--- config.mk ---
export PLATFORM = sky130hd
export DESIGN_NAME = branch_predictor_gshare_flat
export DESIGN_NICKNAME = d
export VERILOG_FILES = /design/src/rtl/mips_core_pkg.sv /design/src/rtl/branch_predictor_gshare_if.sv /design/src/rtl/bp_sat_counter.sv /design/src/rtl/branch_predictor_gshare.sv /design/src/flat_wrapper.sv
export SDC_FILE = /design/constraint.sdc
export NUM_CORES = 2
export LEC_CHECK = 0
export CAP_MARGIN = 10
export CORE_ASPECT_RATIO = 2
export CORE_MARGIN = 4
export CORE_UTILIZATION = 57
export CTS_BUF_LIST = sky130_fd_sc_hd__clkbuf_2
export DETAILED_ROUTE_END_ITERATION = 8
export PLACE_DENSITY = 0.81
export SKIP_CTS_REPAIR_TIMING = 1
export SLEW_MARGIN = 20
export SYNTH_ARGS = -nofsm -noshare
export SYNTH_HDL_FRONTEND = slang
export SYNTH_SLANG_ARGS = --single-unit
--- constraint.sdc ---
create_clock -name clk -period 2.75 [get_ports clk]
set_input_delay 0.55 -clock clk [delete_from_list [all_inputs] [get_ports clk]]
set_output_delay 0.55 -clock clk [all_outputs]
set_load 0.005 [all_outputs]
--- src/rtl/mips_core_pkg.sv ---
// Shared core definitions: branch direction encoding and gshare predictor
// counter types/constants.
package mips_core_pkg;

  localparam logic TAKEN     = 1'b1;
  localparam logic NOT_TAKEN = 1'b0;

  typedef logic [1:0] bp_counter_t;

  // Counters come out of reset weakly not-taken so one taken outcome flips them.
  localparam bp_counter_t BP_CTR_RESET = 2'b01;
  localparam logic [31:0] BP_STAT_MAX  = 32'hFFFF_FFFF;

endpackage

--- src/rtl/branch_predictor_gshare_if.sv ---
// Predict/update exchange between the branch controller (master) and the
// gshare predictor (slave), plus the predictor's performance counters.
interface branch_predictor_gshare_if #(
  parameter int GHR_BITS = 8
);

  logic                req_valid;
  logic [31:0]         req_pc;
  logic                pred_taken;
  logic [GHR_BITS-1:0] pred_ghr;

  logic                upd_valid;
  logic [31:0]         upd_pc;
  logic [GHR_BITS-1:0] upd_ghr;
  logic                upd_outcome;
  logic                upd_prediction;
  logic                ex_stall;

  logic [31:0]         stat_branches;
  logic [31:0]         stat_mispredicts;

  modport master (
    output req_valid, req_pc, upd_valid, upd_pc, upd_ghr, upd_outcome,
           upd_prediction, ex_stall,
    input  pred_taken, pred_ghr, stat_branches, stat_mispredicts
  );

  modport slave (
    input  req_valid, req_pc, upd_valid, upd_pc, upd_ghr, upd_outcome,
           upd_prediction, ex_stall,
    output pred_taken, pred_ghr, stat_branches, stat_mispredicts
  );

endinterface

--- src/rtl/bp_sat_counter.sv ---
// Parameterised saturating up/down counter with a synchronous reset value;
// UP_ONLY turns it into a saturating event counter.
module bp_sat_counter #(
  parameter int               WIDTH     = 2,
  parameter logic [WIDTH-1:0] RESET_VAL = '0,
  parameter bit               UP_ONLY   = 1'b0
) (
  input  logic             clk,
  input  logic             rst_n,
  input  logic             en,
  input  logic             up,
  output logic [WIDTH-1:0] count
);

  localparam logic [WIDTH-1:0] MAX_VAL = '1;

  always_ff @(posedge clk) begin
    if (!rst_n) begin
      count <= RESET_VAL;
    end else if (en) begin
      if (up || UP_ONLY) begin
        if (count != MAX_VAL) count <= count + WIDTH'(1);
      end else if (count != '0) begin
        count <= count - WIDTH'(1);
      end
    end
  end

endmodule

--- src/rtl/branch_predictor_gshare.sv ---
// Gshare predictor: 2-bit counter table indexed by PC ^ GHR, non-speculative
// history updated at resolve, and saturating branch/mispredict statistics.
module branch_predictor_gshare
  import mips_core_pkg::*;
#(
  parameter int INDEX_BITS = 8,
  parameter int GHR_BITS   = 8
) (
  input logic                     clk,
  input logic                     rst_n,
  branch_predictor_gshare_if.slave bp
);

  localparam int ENTRIES = 1 << INDEX_BITS;

  logic [GHR_BITS-1:0]   ghr_q;
  logic [INDEX_BITS-1:0] pred_idx;
  logic [INDEX_BITS-1:0] upd_idx;
  logic                  upd_fire;
  logic                  upd_up;
  logic                  upd_miss;
  bp_counter_t           table_q [ENTRIES];

  assign upd_fire = bp.upd_valid & ~bp.ex_stall;
  assign upd_up   = (bp.upd_outcome == TAKEN);
  assign upd_miss = upd_fire && (bp.upd_prediction != bp.upd_outcome);

  assign pred_idx = bp.req_pc[INDEX_BITS+1:2] ^ INDEX_BITS'(ghr_q);
  assign upd_idx  = bp.upd_pc[INDEX_BITS+1:2] ^ INDEX_BITS'(bp.upd_ghr);

  // Reads see only registered state, so a same-cycle update is never bypassed.
  assign bp.pred_taken = table_q[pred_idx][1] ? TAKEN : NOT_TAKEN;
  assign bp.pred_ghr   = ghr_q;

  always_ff @(posedge clk) begin
    if (!rst_n) begin
      ghr_q <= '0;
    end else if (upd_fire) begin
      ghr_q <= {ghr_q[GHR_BITS-2:0], bp.upd_outcome};
    end
  end

  for (genvar i = 0; i < ENTRIES; i++) begin : g_entry
    bp_sat_counter #(
      .WIDTH     (2),
      .RESET_VAL (BP_CTR_RESET),
      .UP_ONLY   (1'b0)
    ) u_ctr (
      .clk   (clk),
      .rst_n (rst_n),
      .en    (upd_fire && (upd_idx == INDEX_BITS'(i))),
      .up    (upd_up),
      .count (table_q[i])
    );
  end

  bp_sat_counter #(
    .WIDTH     (32),
    .RESET_VAL (32'd0),
    .UP_ONLY   (1'b1)
  ) u_stat_branches (
    .clk   (clk),
    .rst_n (rst_n),
    .en    (upd_fire),
    .up    (1'b1),
    .count (bp.stat_branches)
  );

  bp_sat_counter #(
    .WIDTH     (32),
    .RESET_VAL (32'd0),
    .UP_ONLY   (1'b1)
  ) u_stat_mispredicts (
    .clk   (clk),
    .rst_n (rst_n),
    .en    (upd_miss),
    .up    (1'b1),
    .count (bp.stat_mispredicts)
  );

  // req_valid and the PC bits outside the index only matter to checkers upstream.
  logic unused_bits;
  assign unused_bits = ^{bp.req_valid,
                         bp.req_pc[31:INDEX_BITS+2], bp.req_pc[1:0],
                         bp.upd_pc[31:INDEX_BITS+2], bp.upd_pc[1:0]};

endmodule

--- src/flat_wrapper.sv ---
// flat-port wrapper written by rule: the top's interface ports become plain ports
module branch_predictor_gshare_flat import mips_core_pkg::*;
#(
  parameter int INDEX_BITS = 8,
  parameter int GHR_BITS   = 8
)
  (clk, rst_n, bp_req_valid, bp_req_pc, bp_upd_valid, bp_upd_pc, bp_upd_ghr, bp_upd_outcome, bp_upd_prediction, bp_ex_stall, bp_pred_taken, bp_pred_ghr, bp_stat_branches, bp_stat_mispredicts);
  branch_predictor_gshare_if #(.GHR_BITS(GHR_BITS)) bp_i ();
  input logic clk;
  input logic rst_n;
  input wire logic [$bits(bp_i.req_valid)-1:0] bp_req_valid;
  input wire logic [$bits(bp_i.req_pc)-1:0] bp_req_pc;
  input wire logic [$bits(bp_i.upd_valid)-1:0] bp_upd_valid;
  input wire logic [$bits(bp_i.upd_pc)-1:0] bp_upd_pc;
  input wire logic [$bits(bp_i.upd_ghr)-1:0] bp_upd_ghr;
  input wire logic [$bits(bp_i.upd_outcome)-1:0] bp_upd_outcome;
  input wire logic [$bits(bp_i.upd_prediction)-1:0] bp_upd_prediction;
  input wire logic [$bits(bp_i.ex_stall)-1:0] bp_ex_stall;
  output wire logic [$bits(bp_i.pred_taken)-1:0] bp_pred_taken;
  output wire logic [$bits(bp_i.pred_ghr)-1:0] bp_pred_ghr;
  output wire logic [$bits(bp_i.stat_branches)-1:0] bp_stat_branches;
  output wire logic [$bits(bp_i.stat_mispredicts)-1:0] bp_stat_mispredicts;
  assign bp_i.req_valid = bp_req_valid;
  assign bp_i.req_pc = bp_req_pc;
  assign bp_i.upd_valid = bp_upd_valid;
  assign bp_i.upd_pc = bp_upd_pc;
  assign bp_i.upd_ghr = bp_upd_ghr;
  assign bp_i.upd_outcome = bp_upd_outcome;
  assign bp_i.upd_prediction = bp_upd_prediction;
  assign bp_i.ex_stall = bp_ex_stall;
  assign bp_pred_taken = bp_i.pred_taken;
  assign bp_pred_ghr = bp_i.pred_ghr;
  assign bp_stat_branches = bp_i.stat_branches;
  assign bp_stat_mispredicts = bp_i.stat_mispredicts;
  branch_predictor_gshare #(.INDEX_BITS(INDEX_BITS), .GHR_BITS(GHR_BITS)) u_core (.clk(clk), .rst_n(rst_n), .bp(bp_i));
endmodule
## Word-level counts from Yosys, hierarchy flattened

Index checks and enable logic that the tools add are counted.

- Bits in registers: 584
- Latch bits: 0
- RAM bits: 0
- Memory bits (read-only): 0
- Input bits: 79
- Output and inout bits: 73
- Word-level logic and storage cells: 3349
- Memories kept: 0

- Add/sub/neg operators: 514
- $mul: 0
- Div/mod/pow operators: 0
- $lt $le $gt $ge: 1
- Equality and inequality tests: 770
- Shifts and indexed selects: 0
- Mux-type cells: 772
- Bitwise gates (word level): 5
- Reductions and logical operators: 1028

Operators with widths:

| operator | number |
|---|---|
| $mux 2 | 770 |
| $eq 8x8->1 const B | 128 |
| $reduce_bool 2->1 | 512 |
| $reduce_and 3->1 | 256 |
| $add 2x1->2 const B | 256 |
| $eq 8x7->1 const B | 64 |
| $ne 2x1->1 const B | 256 |
| $ne 2x2->1 const B | 256 |
| $sub 2x1->2 const B | 256 |
| $logic_and 1x1->1 | 257 |
| $eq 8x6->1 const B | 32 |
| $eq 8x5->1 const B | 16 |
| $add 32x1->32 const B | 2 |
| $eq 8x4->1 const B | 8 |
| $ne 32x32->1 const B | 2 |
| $eq 8x3->1 const B | 4 |
| $bmux 2 s8 | 1 |
| $eq 8x2->1 const B | 2 |
| $xor 8x8->8 | 2 |
| $ge 9x9->1 const B | 1 |
| $not 8->9 | 1 |
| $eq 8x1->1 const B | 1 |
| $logic_not 8->1 | 1 |
| $reduce_and 2->1 | 2 |
| other kinds (4) | 4 |

## Depth between registers and ports, before layout

- Depth after elaboration: 6
- Depth in mapped cells: 10
- Mapped depth without buffers: 9

## Modules after synthesis

A second synthesis with hierarchy kept.

- Cell total of the unflattened synthesis: 4341
- Area total of the unflattened synthesis: 32017.0 um^2

By module, submodules not included:

| module | times used | cells an instance | area an instance (um^2) | sequential area each (um^2) |
|---|---|---|---|---|
| bp_sat_counter (u_core.g_entry[0].u_ctr ...) | 256 | 13 | 96.3 | 40.0 |
| branch_predictor_gshare | 1 | 613 | 4105.2 | 160.2 |
| bp_sat_counter (u_core.u_stat_branches ...) | 2 | 200 | 1624.1 | 640.6 |

## Least setup slack after synthesis

OpenSTA, ideal clock, no wires.

- Path kind: input port to output port
- From: input port bp_req_pc[2]
- To: output port bp_pred_taken
- Arrival: 2.324 ns
- Data required time: 2.200 ns
- Path slack: -0.124 ns
- Stages on the path: 9
- Buffers on the path: 2
- Cell sequence: xnor2_2 > buf_2 > buf_1 > mux2i_1 > o21ai_0 > nor4_1 > nor4_1 > a2111oi_0 > a211oi_1

- Longest elaborated chain between the ends: 6

RTL lines:

| element | line | RTL |
|---|---|---|
| start: declaration | flat_wrapper.sv:12 | `input wire logic [$bits(bp_i.req_pc)-1:0] bp_req_pc;` |
| $xor 8x8->8 | branch_predictor_gshare.sv:28 | `assign pred_idx = bp.req_pc[INDEX_BITS+1:2] ^ INDEX_BITS'(ghr_q);` |
| $not 8->9 (implied by the code) | branch_predictor_gshare.sv:32 | `assign bp.pred_taken = table_q[pred_idx][1] ? TAKEN : NOT_TAKEN;` |
| $bmux 2 s8 | branch_predictor_gshare.sv:32 |  |
| $mux 2 (implied by the code) (2 in a row) | branch_predictor_gshare.sv:32 |  |
| $mux 1 | branch_predictor_gshare.sv:32 |  |
| end: declaration | flat_wrapper.sv:19 | `output wire logic [$bits(bp_i.pred_taken)-1:0] bp_pred_taken;` |

No other way between the ends. The select of a mux whose other input is x is not followed.

## Final worst setup path

- From: register u_core.ghr_q[0] (netlist: u_core.bp.pred_ghr[0])
- To: output port bp_pred_taken

- Longest elaborated chain between the ends: 6

RTL lines:

| element | line | RTL |
|---|---|---|
| start: declaration | branch_predictor_gshare.sv:16 | `logic [GHR_BITS-1:0] ghr_q;` |
| start signal: assignment | branch_predictor_gshare.sv:39 | `ghr_q <= {ghr_q[GHR_BITS-2:0], bp.upd_outcome};` |
| $xor 8x8->8 | branch_predictor_gshare.sv:28 |  |
| $not 8->9 (implied by the code) | branch_predictor_gshare.sv:32 |  |
| $bmux 2 s8 | branch_predictor_gshare.sv:32 |  |
| $mux 2 (implied by the code) (2 in a row) | branch_predictor_gshare.sv:32 |  |
| $mux 1 | branch_predictor_gshare.sv:32 |  |

No other way between the ends. The select of a mux whose other input is x is not followed.

==> impl_metrics.py <==
metrics = {
    "status": {
        "status": "complete, but fails checks",
        "violations": "negative setup slack",
    },
    "yosys": {
        "synthesis.area_mm2": 0.0320,
        "synth-simple-area-share_pct": 24.4,
        "synthAdderAreaFrac_pct": 0.0782,
        "ys_seq_elements": 584,
        "synth_top_flop_cell": "dfxtp_1",
        "yosys-top-cells-area": "dfxtp_1 (37%), a21oi_1 (8.4%), o21ai_0 (8.2%)",
        "synth_nets": 4550,
        "synth-compound-area-share_pct": 30.3,
        "syn_inst": 4469,
        "synth_area_per_cell_um2": 7.16,
        "yosys.area_share.xor_xnor_pct": 2.13,
        "synthDistinctLibCells": 47,
        "ys_warn_count": 0,
        "synth.largest_area_cell": "dfxtp_1",
        "synthArstFlopShare_pct": 0,
        "synth_top_family_by_area": "compound AO/OA/AOI/OAI gates",
        "synth_seq_area_share_pct": 36.5,
        "muxShareOfSynthArea_pct": 1.11,
        "yosys.area.top_type_share_pct": 36.5,
        "synth-edff-count": 0,
    },
    "setup_path": {
        "crit_type": "register to output pin",
        "start_kind": "register",
        "cp.required_ns": 2.20,
        "crit_path_end_kind": "output pin",
        "critPathMaxFanout": 6,
        "r2r_slack_ns": 0.17,
        "arrival_ns": 3.82,
    },
    "worst_hold_path": {
        "hp-class": "primary input to register",
    },
    "placement": {
        "dp.final_hpwl_um": 68500,
        "gp_congestion": 0.965,
        "dp.cells": 5454,
        "portBuffers": 102,
    },
    "cts": {
        "cts_tree": "yes",
        "tritoncts_num_sinks": 584,
        "max-clock-path-buffers": 3,
        "h-tree-depth": 4,
        "clock_latency_ns": 1.20,
        "cts_buffers": 136,
        "clockRootBuffer": "clkbuf_2",
        "path_clk_slew_ns": 0.11,
    },
    "sta": {
        "setup_viol": 1,
        "finalMaxSlewViolations": 0,
        "rsz0062_at_grt": "yes",
        "fin_crit_sh_pct": 159,
        "fmax_ghz": 0.229,
        "worst_pin_slew_ns": 0.704,
        "skew_ns": 0.0655,
        "hold_viol": 0,
        "max-slew-margin-rel_pct": 53.1,
        "min_period_ns": 4.37,
        "fin_setup_tns_ns": -1.62,
        "setup_slack_ns": -1.62,
    },
    "route": {
        "vias": 34600,
        "drtIter0Drc": 3048,
        "wl_um": 102000,
        "post_drt_wl_per_cell_um": 17.9,
        "dr.pass1.iters": 8,
        "antenna_left": 0,
        "route.detailed.drc": 0,
        "viasPerCell": 6.07,
    },
    "power": {
        "p_per_area_mw_per_mm2": 420,
        "power_leakage_nw": 16.4,
        "p_total_mw": 16.4,
        "peakVddDrop_v": 0.000295,
    },
    "grt": {
        "grt_use_total_pct": 31.9,
        "antenna_found_initial": 3,
        "grt_max_degree": 103,
        "grt_pass1_wl_um": 159000,
        "overflow": 0,
        "grt_pass1_vias": 32300,
    },
    "die": {
        "initial_core_util_pct": 57.8,
        "rows": 122,
        "dieWidth_um": 176,
        "dieArea_mm2": 0.0602,
        "ioPinCount": 152,
        "die_h_um": 343,
        "core_mm2": 0.0554,
    },
    "final_layout": {
        "final_cell_mix": "dfxtp_1 (535), nand2_1 (527), a21oi_1 (526)",
        "layout-drive-gt1-share_pct": 19.2,
        "final_net_count": 4946,
        "final_util_pct": 70.5,
        "layout.cells.non_filler": 5709,
        "syn_to_final_growth_pct": 22.1,
        "final_common_cell": "dfxtp_1",
    },
    "job": {
        "maxCapViolations": 0,
    },
}
## flip-flops by register name, indices dropped and copies added, names as in the netlist
register and count:
u_core.g_entry.u_ctr.count 512, u_core.u_stat_branches.count 32, u_core.u_stat_mispredicts.count 32, u_core.bp.pred_ghr 8
## routing by layer
layer	wire length [um]	track usage, %	up-vias
li1	-	-	16500
met5	0	0	-
met3	7490	5.40	468
met2	49300	55.9	1477
met4	9590	25.3	0
met1	35900	33.6	16200
## worst paths after layout
check / from / end / cells past startpoint
setup / recovery: u_core.bp.pred_ghr[0] / bp_pred_taken / 13
hold / removal: bp_ex_stall / u_core.bp.pred_ghr[1] / 5
setup reg to reg: u_core.u_stat_branches.count[23] / u_core.u_stat_branches.count[25] / 9
hold reg to reg: u_core.g_entry[42].u_ctr.count[0] / u_core.g_entry[42].u_ctr.count[1] / 2
## logic make-up after synthesis
group | count (synthesis)
AND/OR/NAND/NOR | 1668
XOR/XNOR | 77
buffers and inverters | 464
flip-flops | 584
adder cells (fa/ha/maj) | 2
multiplexers | 35
AO/OA/AOI/OAI | 1639
## report_power, final
group | switching [mW] | total (mW) | internal [mW] | leakage [nW]
Clock | 3.65 | 6.11 | 2.46 | 0.954
Combinational | 1.11 | 1.76 | 0.655 | 10.7
Sequential | 0.0566 | 8.56 | 8.50 | 4.74
## cell usage after synthesis, types with 4 or more instances
cell,count
dfxtp_1,584
a21oi_1,539
nand2_1,531
o21ai_0,522
nor2_1,452
o31ai_1,270
a21boi_0,267
clkbuf_1,267
nand3_1,161
inv_1,151
or2_2,144
and3_1,123
and2_1,72
xnor2_1,55
nor3_1,51
nor3b_1,44
nor4_1,39
mux2i_1,32
buf_1,28
xor2_1,21
nand4_1,18
buf_2,17
o311ai_0,17
nand2b_1,10
and4_1,8
or3_1,7
a211oi_1,4
a21boi_1,4
nor2b_1,4
o22ai_1,4
## worst max-delay path, cell delays in order, from the launching register on
cell       delay [ns]
dfxtp_4          0.40
buf_6            0.13
xor2_4           0.18
buf_6            0.16
clkbuf_16        0.15
clkbuf_16        0.15
nand2_1          0.06
a21oi_1          0.22
nor4_2           0.10
a211oi_2         0.22
a21oi_1          0.06
a21o_1           0.28
a211oi_4         0.34
buf_2            0.20
## metrics by stage
step                cell area [um2]  worst slack [ns]  hold WS [ns]
floorplan                     32000            0.0348         0.462
global placement              37200             -1.90         0.474
detailed placement            37200             -1.94         0.484
CTS                           38500             -2.50        -0.346
global route                  39100             -1.75         0.306
finish                        39100             -1.62         0.332
## final cells by class
cell class | count | area (um2)
clock buffers | 196 | 981
well taps | 744 | 931
multi-input cells | 3421 | 19000
fillers | 4412 | 16300
diodes | 3 | 7.51
inverters | 151 | 567
flip-flops and latches | 584 | 11800
clock inverters | 39 | 322
repair buffers | 571 | 5520
Power figures use the tool's default switching activity.
